--- src/rtl/hazard_ctrl.sv ---
// Hazard/interlock controller for the IF/DE/MW pipeline: load-latency hold, MDU scoreboard,
// N-source forwarding. Define HAZARD_PERF_CNT_EN to build the saturating stall/flush counters.
module hazard_ctrl #(
  parameter int NUM_SRC = 2,
  parameter int REG_AW  = 5,
  parameter int LD_LAT  = 1,
  parameter int MDU_LAT = 4,
  parameter int CNT_W   = 32
) (
  input  logic                      clk,
  input  logic                      rst,
  input  logic                      valid_de,
  input  logic [NUM_SRC*REG_AW-1:0] rs_de,
  input  logic [NUM_SRC-1:0]        rs_used_de,
  input  logic [REG_AW-1:0]         rd_de,
  input  logic                      rf_en_de,
  input  logic [1:0]                sel_wb_de,
  input  logic                      mdu_de,
  input  logic [REG_AW-1:0]         rd_mw,
  input  logic                      rf_en_mw,
  input  logic                      br_taken,
  output logic [2*NUM_SRC-1:0]      forward,
  output logic                      stall_if,
  output logic                      stall_de,
  output logic                      flush_de,
  output logic                      mdu_busy,
  output logic                      mdu_wb_valid,
  output logic [REG_AW-1:0]         mdu_wb_rd,
  output logic [CNT_W-1:0]          perf_stall_cnt,
  output logic [CNT_W-1:0]          perf_flush_cnt
);

  localparam int MAX_LAT = (LD_LAT > MDU_LAT) ? LD_LAT : MDU_LAT;
  localparam int CW      = $clog2(MAX_LAT + 1);

  localparam logic [CW-1:0] LD_INIT  = CW'(LD_LAT);
  localparam logic [CW-1:0] MDU_INIT = CW'(MDU_LAT);
  localparam logic [CW-1:0] ONE      = CW'(1);
  localparam logic [1:0]    SEL_LOAD = 2'b01;

  logic [CW-1:0]     ld_cnt;
  logic [CW-1:0]     mdu_cnt;
  logic [REG_AW-1:0] ld_rd;
  logic [REG_AW-1:0] mdu_rd;

  logic ld_raw;
  logic mdu_raw;
  logic mdu_waw;
  logic mw_busy;
  logic load_use;
  logic mdu_pend;
  logic mdu_haz;
  logic issue;

  // x0 is hard-wired zero, so it never creates a dependency.
  function automatic logic reg_hit(input logic [REG_AW-1:0] a, input logic [REG_AW-1:0] b);
    return (a != '0) && (a == b);
  endfunction

  function automatic logic [CW-1:0] cnt_dec(input logic [CW-1:0] c);
    return (c == '0) ? c : c - ONE;
  endfunction

  always_comb begin
    ld_raw  = 1'b0;
    mdu_raw = 1'b0;
    forward = '0;
    for (int k = 0; k < NUM_SRC; k++) begin
      if (rs_used_de[k] && reg_hit(rs_de[k*REG_AW +: REG_AW], ld_rd))
        ld_raw = 1'b1;
      if (rs_used_de[k] && reg_hit(rs_de[k*REG_AW +: REG_AW], mdu_rd))
        mdu_raw = 1'b1;
      if (rf_en_mw && reg_hit(rs_de[k*REG_AW +: REG_AW], rd_mw))
        forward[2*k +: 2] = 2'b10;
      else if (mdu_wb_valid && reg_hit(rs_de[k*REG_AW +: REG_AW], mdu_rd))
        forward[2*k +: 2] = 2'b01;
    end
  end

  assign mdu_waw  = rf_en_de && reg_hit(rd_de, mdu_rd);
  assign mw_busy  = ld_cnt > ONE;
  assign load_use = (ld_cnt == ONE) && ld_raw;
  assign mdu_pend = mdu_cnt > ONE;
  assign mdu_haz  = mdu_pend && (mdu_raw || mdu_waw || mdu_de);

  // A taken branch kills DE, so any stall it would have raised is moot.
  assign stall_de = (mw_busy || load_use || mdu_haz) && !br_taken;
  assign stall_if = stall_de;
  assign flush_de = br_taken || load_use || mdu_haz;
  assign issue    = valid_de && !stall_de && !br_taken;

  assign mdu_busy     = mdu_cnt != '0;
  assign mdu_wb_valid = mdu_cnt == ONE;
  assign mdu_wb_rd    = mdu_rd;

  always_ff @(posedge clk) begin
    if (rst) begin
      ld_cnt  <= '0;
      ld_rd   <= '0;
      mdu_cnt <= '0;
      mdu_rd  <= '0;
    end else begin
      if (issue && (sel_wb_de == SEL_LOAD)) begin
        ld_cnt <= LD_INIT;
        ld_rd  <= rd_de;
      end else begin
        ld_cnt <= cnt_dec(ld_cnt);
      end
      // Issue at mdu_cnt == 1 reloads the counter in the writeback cycle of the previous op.
      if (issue && mdu_de) begin
        mdu_cnt <= MDU_INIT;
        mdu_rd  <= rd_de;
      end else begin
        mdu_cnt <= cnt_dec(mdu_cnt);
      end
    end
  end

`ifdef HAZARD_PERF_CNT_EN
  logic [CNT_W-1:0] stall_cnt_q;
  logic [CNT_W-1:0] flush_cnt_q;

  function automatic logic [CNT_W-1:0] sat_inc(input logic [CNT_W-1:0] v);
    return (&v) ? v : v + CNT_W'(1);
  endfunction

  always_ff @(posedge clk) begin
    if (rst) begin
      stall_cnt_q <= '0;
      flush_cnt_q <= '0;
    end else begin
      if (stall_de) stall_cnt_q <= sat_inc(stall_cnt_q);
      if (flush_de) flush_cnt_q <= sat_inc(flush_cnt_q);
    end
  end

  assign perf_stall_cnt = stall_cnt_q;
  assign perf_flush_cnt = flush_cnt_q;
`else
  assign perf_stall_cnt = '0;
  assign perf_flush_cnt = '0;
`endif

endmodule

--- config.mk ---
export PLATFORM = sky130hd
export DESIGN_NAME = hazard_ctrl
export DESIGN_NICKNAME = d
export VERILOG_FILES = /design/src/rtl/hazard_ctrl.sv
export SDC_FILE = /design/constraint.sdc
export NUM_CORES = 1
export LEC_CHECK = 0
export BUFFER_PORTS_ARGS = -buffer_cell sky130_fd_sc_hd__buf_2
export CORE_MARGIN = 1.5
export CORE_UTILIZATION = 40
export DETAILED_ROUTE_END_ITERATION = 10
export PLACE_DENSITY = 0.78
export SYNTH_ARGS = -nofsm -noshare
export SYNTH_HDL_FRONTEND = slang
export SYNTH_SLANG_ARGS = --single-unit
--- constraint.sdc ---
create_clock -name clk -period 2.5 [get_ports clk]
set_input_delay 0.5 -clock clk [delete_from_list [all_inputs] [get_ports clk]]
set_output_delay 0.5 -clock clk [all_outputs]
set_load 0.05 [all_outputs]
==> flow_summary.ini, run 1 <==
[clock_network]
htreeDepth = 1
cts_sinks = 16
clk_path_buf_depth = 2
clk_pin_slew_worst_paths_ns = 0.06
cts_root_buf = clkbuf_8
numCtsBuffers = 3
cts_tree = done
clkLatencyLatePin_ns = 0.25
postCtsHoldBufs = 0

[yosys]
synth_warnings = 0
ys_seq_elements = 16
synth_area_mm2 = 0.00183
synth_cell_types = 34
yosysSeqAreaShare = 0.175
syn_inst = 221
syn_area_per_cell_um2 = 8.30

[floorplan]
io_pins = 109
die_h_um = 70.7
rows = 24
core-area_mm2 = 0.00438
dieArea_mm2 = 0.00500
start_util = 0.418
fp.dieW_um = 70.7

[pwr]
intPower_mw = 0.813
ir_drop_v = 0.000261
p_switching_mw = 0.882
p_seq_frac = 0.214
share_comb_of_total_power = 0.650
power_frac_clock = 0.135
p_per_area_mw_per_mm2 = 729
p_sw_frac = 0.520
p_total_mw = 1.70
p_leak_nw = 1.01

[grt]
grt_pass1_vias = 1478
grt_usage = 0.158
grt_max_degree = 22
grt_pass1_wl_um = 6490
antenna_found_initial = 0
grt_overflow_total = 0

[worst_setup_path]
path_cells = buf_6 > or4_4 > o211ai_2 > o22ai_2 > a211oi_4 > nor2b_4 > nand2b_1 > buf_6
timing.rr.end = mdu_wb_rd[3]$_SDFFE_PP0P_
cp_slowest_cell = or4_4
rrSetupSlack_ns = 0.20
r2r_start = ld_cnt[1]$_SDFFE_PP0P_
crit_fanout = 2
cp_common_cell = buf_6
path_class = in2out
end_kind = primary output
arrival_ns = 2.13
slowest_delay_ns = 0.54
cp_data_required_time_ns = 2.00
reg2regPathDepth = 9
startpoint_type = input pin
cp-startpoint = rs_de[1]

[worst_hold_path]
hold_end = ld_rd[4]$_SDFFE_PP0P_
min_from = ld_rd[4]$_SDFFE_PP0P_
hold_class = reg2reg
min_path_cells = 2

[outcome]
status = complete, but fails checks
violations = negative setup slack

[cells_and_area]
fillers = 419
final_nets = 330
fin_area_mm2 = 0.00232
utilization = 0.530
antennaDiodeCount = 0
syn_to_final_growth_pct = 26.7
final_layout_size_suffix_gt1_frac = 0.356
final_common_cell = conb_1
layout_common_cells = conb_1 (64), buf_2 (37), xnor2_1 (32)

[timing]
rsz0062_at_grt = yes
setup_viol = 4
min_period_ns = 2.63
setup_ws_ns = -0.125
clock.fmax_mhz = 381
hold_viol_final = 0
setup_tns_ns = -0.463
min_period_over_period = 1.05
fin_skew_ns = 0.00306
slew_violations = 0

[drt]
post_drt_wl_per_cell_um = 11.6
firstDrtPassIters = 4
ant_nets = 0
vias = 1566
drt_iter0_drc = 29
wirelength_um = 3980
drcViolationCount = 0
vias_per_cell = 4.55

[place]
placed_cell_area_mm2 = 0.00219
dpl.hpwl_um = 3350
routabilityCongestion = 0.840
portBuffers = 44

[flow_run]
cap_violations = 0
[layout make-up]
| class | count | area (µm²) | share of cell area |
|---|---|---|---|
| Multi-Input combinational cell | 193 | 1370 | 0.588 |
| Timing Repair Buffer | 73 | 489 | 0.210 |
| Sequential cell | 16 | 327 | 0.140 |
| Tap cell | 52 | 65.1 | 0.0280 |
| Clock buffer | 4 | 55.1 | 0.0237 |
| Inverter | 6 | 22.5 | 0.00969 |
[worst max-delay path, delay by kind of cell]
| kind | cells | cell delay (ns) |
|---|---|---|
| AO/OA/AOI/OAI | 3 | 0.53 |
| buffers and inverters | 2 | 0.25 |
| AND/OR/NAND/NOR | 3 | 0.84 |
[stage by stage]
stage	std cells	setup slack [ns]	hold WS, ns
detailed placement	338	-0.256	0.517
global placement	338	-0.229	0.503
CTS	343	-0.137	0.526
finish	344	-0.125	0.519
floorplan	284	-0.194	0.485
global route	344	-0.197	0.572
[kinds of logic after synthesis]
group | after synthesis | synth area share
buf+inv | 75 | 0.286
simple gates | 58 | 0.186
fa+ha+maj | 6 | 0.0409
mux | 6 | 0.0327
xor+xnor | 36 | 0.172
other cells | 1 | 0.00204
flops | 16 | 0.175
compound gates | 23 | 0.105
[state kept, by name (all words and copies together), names as in the netlist]
name       flops
mdu_wb_rd      5
ld_cnt         3
mdu_cnt        3
ld_rd          5
[layer usage]
layer / vias to the layer above / wire length, µm / share of wire / GRT usage
li1: 764 / - / - / -
met2: 76 / 1990 / 0.50 / 0.293
met4: 0 / 17 / 0.0043 / 0.0356
met3: 2 / 281 / 0.071 / 0.0199
met5: - / 0 / 0 / 0
met1: 724 / 1690 / 0.42 / 0.194
[cells in the mapped netlist, drive strengths merged]
library cell	number	area (µm²)
o211ai	3	32.5
o22ai	1	12.5
dfxtp	16	320
and2	1	6.26
xor2	4	35.0
nand2	1	3.75
nand3	5	25.0
inv	6	22.5
nor4	5	31.3
nor4b	1	8.76
ha	6	75.1
o21ai	8	40.0
nor2b	3	18.8
o31ai	1	7.51
a21oi	3	15.0
conb	1	3.75
and4bb	1	12.5
clkbuf	4	15.0
a211oi	2	20.0
a2111oi	3	45.1
or4	4	33.8
o21ba	2	20.0
nor2	16	60.1
mux2i	6	60.1
nand4b	5	43.8
nand2b	10	62.6
xnor2	32	280
buf	65	488
nand4	4	25.0
nor3	2	10.0
[power groups by stage]
| stage | registers, mW | clock network (mW) | logic (mW) |
|---|---|---|---|
| 3_5_place_dp | 0.369 | 0 | 1.05 |
| 4_1_cts | 0.363 | 0.236 | 1.09 |
| 2_1_floorplan | 0.376 | 0 | 0.901 |
| 5_1_grt | 0.369 | 0.248 | 1.19 |
| 6_report | 0.364 | 0.229 | 1.10 |
| 3_3_place_gp | 0.365 | 0 | 1.02 |
[how the worst max path moves through the flow]
stage | end | slack, ns | cells after the start
final | flush_de | -0.13 | 8
after global routing | flush_de | -0.20 | 9
after CTS | flush_de | -0.14 | 8
after detailed placement | forward[2] | -0.26 | 7
after global placement | forward[2] | -0.23 | 7
after floorplan | stall_if | -0.19 | 7
[what timing repair did]
action / CTS / global route
setup buffers: 1 / 2
resized for setup: 13 / 4
endpoints found under the setup margin: 4 / 9
pin swaps: 4 / 4
No activity file was read; power rests on OpenSTA's default activity.
==> inputs of run 2 (changes only) <==
--- a/config.mk
+++ b/config.mk
@@ -6,6 +6,7 @@
 export NUM_CORES = 1
 export LEC_CHECK = 0
 export BUFFER_PORTS_ARGS = -buffer_cell sky130_fd_sc_hd__buf_2
+export CORE_ASPECT_RATIO = 0.5
 export CORE_MARGIN = 1.5
 export CORE_UTILIZATION = 40
 export DETAILED_ROUTE_END_ITERATION = 10
==> run 2 against run 1 <==
The run ends with design-rule violations, negative setup slack left. Critical path type unchanged. Sequential power hardly changed. Worst setup slack worse by 0.018 ns. Clock power is 17% lower. Sequential cell count stayed put. Worst hold slack better by 0.0056 ns. First-iteration DRC count grew to 4.5 times the previous value. Critical path depth stayed put. Largest cell class unchanged. Via count is 7.7% higher. Die area is 0.50% higher. Highest routed layer unchanged. Power is 0.99% lower. Global-route usage is 2.4 points higher.
==> flow_summary.ini, run 2 (synthesis results as in run 1) <==
[timing]
relSlewSlack = 0.667
hold_viol_final = 0
setup_ws_ns = -0.143
fin_skew_ns = 0.000857
min_period_over_period = 1.06
hold_ws_ns = 0.525
clock.fmax_mhz = 378
rsz0062_at_grt = yes
setup_tns_ns = -0.452
min_period_ns = 2.64
slew_violations = 0
setup_viol = 4
tightest_slew_ns = 0.493

[worst_setup_path]
arrival_ns = 2.14
startpoint_type = input pin
reg2regPathDepth = 9
crit_fanout = 2
cp_data_required_time_ns = 2.00
end_kind = primary output
path_class = in2out

[pwr]
p_leak_nw = 1.02
p_per_area_mw_per_mm2 = 713
ir_drop_v = 0.000277

[grt]
grt_max_degree = 22
antenna_found_initial = 0
grt_pass1_wl_um = 7270
grt_pass1_vias = 1551
grt_usage = 0.182
grt_overflow_total = 0

[clock_network]
cts_root_buf = clkbuf_8
cts_sinks = 16
clk_pin_slew_worst_paths_ns = 0.06
htreeDepth = 1
postCtsHoldBufs = 0
numCtsBuffers = 3
clkLatencyLatePin_ns = 0.25
cts_tree = done
clk_path_buf_depth = 2

[cells_and_area]
utilization = 0.535
antennaDiodeCount = 0
syn_to_final_growth_pct = 28.3
final_common_cell = conb_1
final_nets = 331
layout_common_cells = conb_1 (64), buf_2 (35), xnor2_1 (32)
final_layout_size_suffix_gt1_frac = 0.360

[drt]
firstDrtPassIters = 10
drcViolationCount = 9
wirelength_um = 4690
vias_per_cell = 4.83
post_drt_wl_per_cell_um = 13.4
vias = 1687
drt_iter0_drc = 131
ant_nets = 0

[outcome]
status = complete, but fails checks
violations = design-rule violations, negative setup slack

[floorplan]
io_pins = 109
dieArea_mm2 = 0.00503
die_h_um = 50.9
fp.dieW_um = 98.8
core-area_mm2 = 0.00440
start_util = 0.417
rows = 17

[flow_run]
cap_violations = 0

[place]
routabilityCongestion = 0.887
portBuffers = 44
dpl.hpwl_um = 3570
pre_cts_slack_ns = -0.230

[worst_hold_path]
hold_class = reg2reg
min_path_cells = 2
-- run 2: cell types whose count changed in the layout (fill, tap and decap cells not counted), moves of 2 or more --
cell	delta
buf_6	+3
o211ai_2	-2
o211ai_4	+2
buf_2	-2
-- run 2: report_power, final --
group	internal [mW]	switching, mW
clock network	0.107	0.0833
logic	0.373	0.749
registers	0.308	0.0590
total	0.787	0.892
-- run 2: final cells by class --
class                           count  area [µm²]
Clock buffer                        3        41.3
Fill cell                         377        2050
Inverter                            6        22.5
Multi-Input combinational cell    193        1390
Sequential cell                    16         327
Tap cell                           57        71.3
Timing Repair Buffer               74         505
-- run 2: path summary, 6_finish.rpt --
kind                                from                         to  slack (ns)
setup / recovery                rs_de[4]                   flush_de       -0.14
hold / removal     ld_rd[0]$_SDFFE_PP0P_      ld_rd[0]$_SDFFE_PP0P_        0.52
setup reg to reg  ld_cnt[1]$_SDFFE_PP0P_  mdu_wb_rd[0]$_SDFFE_PP0P_        0.16
hold reg to reg    ld_rd[0]$_SDFFE_PP0P_      ld_rd[0]$_SDFFE_PP0P_        0.52
-- run 2: per-layer routing --
| metal | wire length, µm | GRT usage | share of wire | vias to the layer above |
|---|---|---|---|---|
| met2 | 2410 | 0.362 | 0.51 | 101 |
| met5 | 0 | 0 | 0 | - |
| met3 | 319 | 0.0246 | 0.068 | 16 |
| met1 | 1840 | 0.205 | 0.39 | 808 |
| li1 | - | - | - | 762 |
| met4 | 126 | 0.0595 | 0.027 | 0 |
-- run 2: repair_timing --
item / CTS / global route
buffers inserted: 3 / 2
pin swaps: 7 / 2
gates resized for setup: 19 / 3
endpoints found under the setup margin: 4 / 6
-- run 2: critical path, stage by stage --
cell and delay, ns:
buf_6 0.09, or4_4 0.56, buf_6 0.14, o211ai_1 0.29
o31ai_2 0.16, nor2b_4 0.16, nand2b_1 0.08, buf_6 0.15
-- run 2: stage by stage --
stage | std cells | cell area (µm²) | power (mW)
2_1_floorplan | 284 | 2210 | 1.28
3_3_place_gp | 343 | 2200 | 1.39
3_5_place_dp | 343 | 2200 | 1.42
4_1_cts | 349 | 2340 | 1.67
5_1_grt | 349 | 2350 | 1.79
6_report | 349 | 2350 | 1.68
==> inputs of run 3 (changes only) <==
--- a/config.mk
+++ b/config.mk
@@ -8,9 +8,9 @@
 export BUFFER_PORTS_ARGS = -buffer_cell sky130_fd_sc_hd__buf_2
 export CORE_ASPECT_RATIO = 0.5
 export CORE_MARGIN = 1.5
-export CORE_UTILIZATION = 40
+export CORE_UTILIZATION = 44
 export DETAILED_ROUTE_END_ITERATION = 10
-export PLACE_DENSITY = 0.78
+export PLACE_DENSITY = 0.81
 export SYNTH_ARGS = -nofsm -noshare
 export SYNTH_HDL_FRONTEND = slang
 export SYNTH_SLANG_ARGS = --single-unit
==> constraint.sdc (replaced) <==
create_clock -name clk -period 2.9 [get_ports clk]
set_input_delay 0.58 -clock clk [delete_from_list [all_inputs] [get_ports clk]]
set_output_delay 0.58 -clock clk [all_outputs]
set_load 0.05 [all_outputs]
==> run 3 against run 2 <==
The run now ends clean. Largest cell class unchanged. Critical endpoint is now stall_if. Clock-buffer cell count stayed put. Sequential power down 13%. Critical path type unchanged. First-iteration DRC count shrank 68%.
==> flow_summary.ini, run 3 (synthesis results as in run 1) <==
[worst_setup_path]
critPathTopFamily = simple AND/OR/NAND/NOR gates
crit_buf_inv = 3
path_cells = buf_6 > or4_4 > buf_6 > o211ai_4 > o22ai_4 > a211oi_4 > nor2b_4 > a21oi_4 > buf_6
end_kind = primary output
cp_data_required_time_ns = 2.32
cp_slowest_cell = or4_4
arrival_ns = 2.31
startpoint_type = input pin
cp_common_cell = buf_6
crit_fanout = 2
path_class = in2out
slowest_delay_ns = 0.55

[place]
routabilityCongestion = 0.864
pre_cts_slack_ns = -0.0783
placed_cell_area_mm2 = 0.00206
dp.cells = 327
portBuffers = 44
dpl.hpwl_um = 3390

[pwr]
p_seq_frac = 0.230
ir_drop_v = 0.000294
share_comb_of_total_power = 0.651
p_per_area_mw_per_mm2 = 635
p_leak_nw = 0.937
p_switching_mw = 0.749
p_total_mw = 1.38
power_frac_clock = 0.119
intPower_mw = 0.635
p_sw_frac = 0.541

[floorplan]
core-area_mm2 = 0.00394
rows = 16
dieArea_mm2 = 0.00459
die_h_um = 48.7
start_util = 0.465
fp.dieW_um = 94.3
io_pins = 109

[cells_and_area]
antennaDiodeCount = 0
final_nets = 316
syn_to_final_growth_pct = 18.8
fin_cells = 331
utilization = 0.552
fin_area_mm2 = 0.00218
layout_common_cells = conb_1 (64), buf_2 (38), xnor2_1 (32)
final_layout_size_suffix_gt1_frac = 0.310
final_common_cell = conb_1

[drt]
drcViolationCount = 0
firstDrtPassIters = 4
vias_per_cell = 4.74
wirelength_um = 4150
post_drt_wl_per_cell_um = 12.5
vias = 1568
drt_iter0_drc = 42
ant_nets = 0

[clock_network]
postCtsHoldBufs = 0
cts_tree = done
cts_sinks = 16
htreeDepth = 1
clk_pin_slew_worst_paths_ns = 0.06
cts_root_buf = clkbuf_8
clk_path_buf_depth = 2
clkLatencyLatePin_ns = 0.24
numCtsBuffers = 3

[timing]
min_period_over_period = 0.998
setup_tns_ns = 0
slew_violations = 0
rsz0062_at_grt = yes
hold_viol_final = 0
setup_viol = 0
hold_ws_ns = 0.530
clock.fmax_mhz = 345
fin_skew_ns = 0.000503
tightest_slew_ns = 0.607
relSlewSlack = 0.592
setup_ws_ns = 0.00521
min_period_ns = 2.89

[grt]
grt_max_degree = 22
antenna_found_initial = 0
grt_pass1_vias = 1422
grt_usage = 0.183
grt_overflow_total = 0
grt_pass1_wl_um = 6620

[flow_run]
cap_violations = 0

[worst_hold_path]
hold_class = reg2reg

[outcome]
status = finished, final reports clean
==> run 3: timing repair <==
action / in CTS / in global routing
setup endpoints to repair: 4 / 4
pin swaps: 0 / 2
setup buffers: 0 / 1
resized for setup: 11 / 4
==> run 3: area by class of cell <==
cell class | instances | area (µm²)
Inverter | 6 | 22.5
Fill cell | 331 | 1770
Timing Repair Buffer | 59 | 374
Tap cell | 54 | 67.6
Clock buffer | 3 | 41.3
Sequential cell | 16 | 325
Multi-Input combinational cell | 193 | 1350
==> run 3: power by group through the flow <==
| stage | registers (mW) | clock network, mW | logic [mW] |
|---|---|---|---|
| after global routing | 0.327 | 0.173 | 0.960 |
| final | 0.319 | 0.165 | 0.901 |
| after detailed placement | 0.322 | 0 | 0.850 |
| after global placement | 0.319 | 0 | 0.821 |
| after CTS | 0.318 | 0.166 | 0.887 |
| after floorplan | 0.324 | 0 | 0.765 |
==> run 3: final timing paths <==
path / end / start / cells after the start / slack (ns)
worst max-delay path: stall_if / rs_de[6] / 9 / 0.005
worst min-delay path: ld_rd[2]$_SDFFE_PP0P_ / ld_rd[2]$_SDFFE_PP0P_ / 2 / 0.53
worst max register to register: ld_cnt[1]$_SDFFE_PP0P_ / mdu_cnt[1]$_SDFFE_PP0P_ / 8 / 0.37
worst min register to register: ld_rd[2]$_SDFFE_PP0P_ / ld_rd[2]$_SDFFE_PP0P_ / 2 / 0.53
==> run 3: worst register-to-register path: stages, from the launching register on <==
cell	delay, ns
dfxtp_1	0.35
inv_1	0.08
ha_1	0.20
o21ba_2	0.28
o21ai_0	0.09
o31ai_1	0.52
and4bb_2	0.31
and2_0	0.26
a2111oi_0	0.31
==> run 3: metal layers <==
| metal | up-vias | wire length, µm | track usage |
|---|---|---|---|
| met3 | 12 | 241 | 0.0142 |
| met1 | 738 | 1610 | 0.214 |
| met4 | 0 | 83 | 0.0796 |
| met2 | 86 | 2210 | 0.343 |
| li1 | 732 | - | - |
| met5 | - | 0 | 0 |
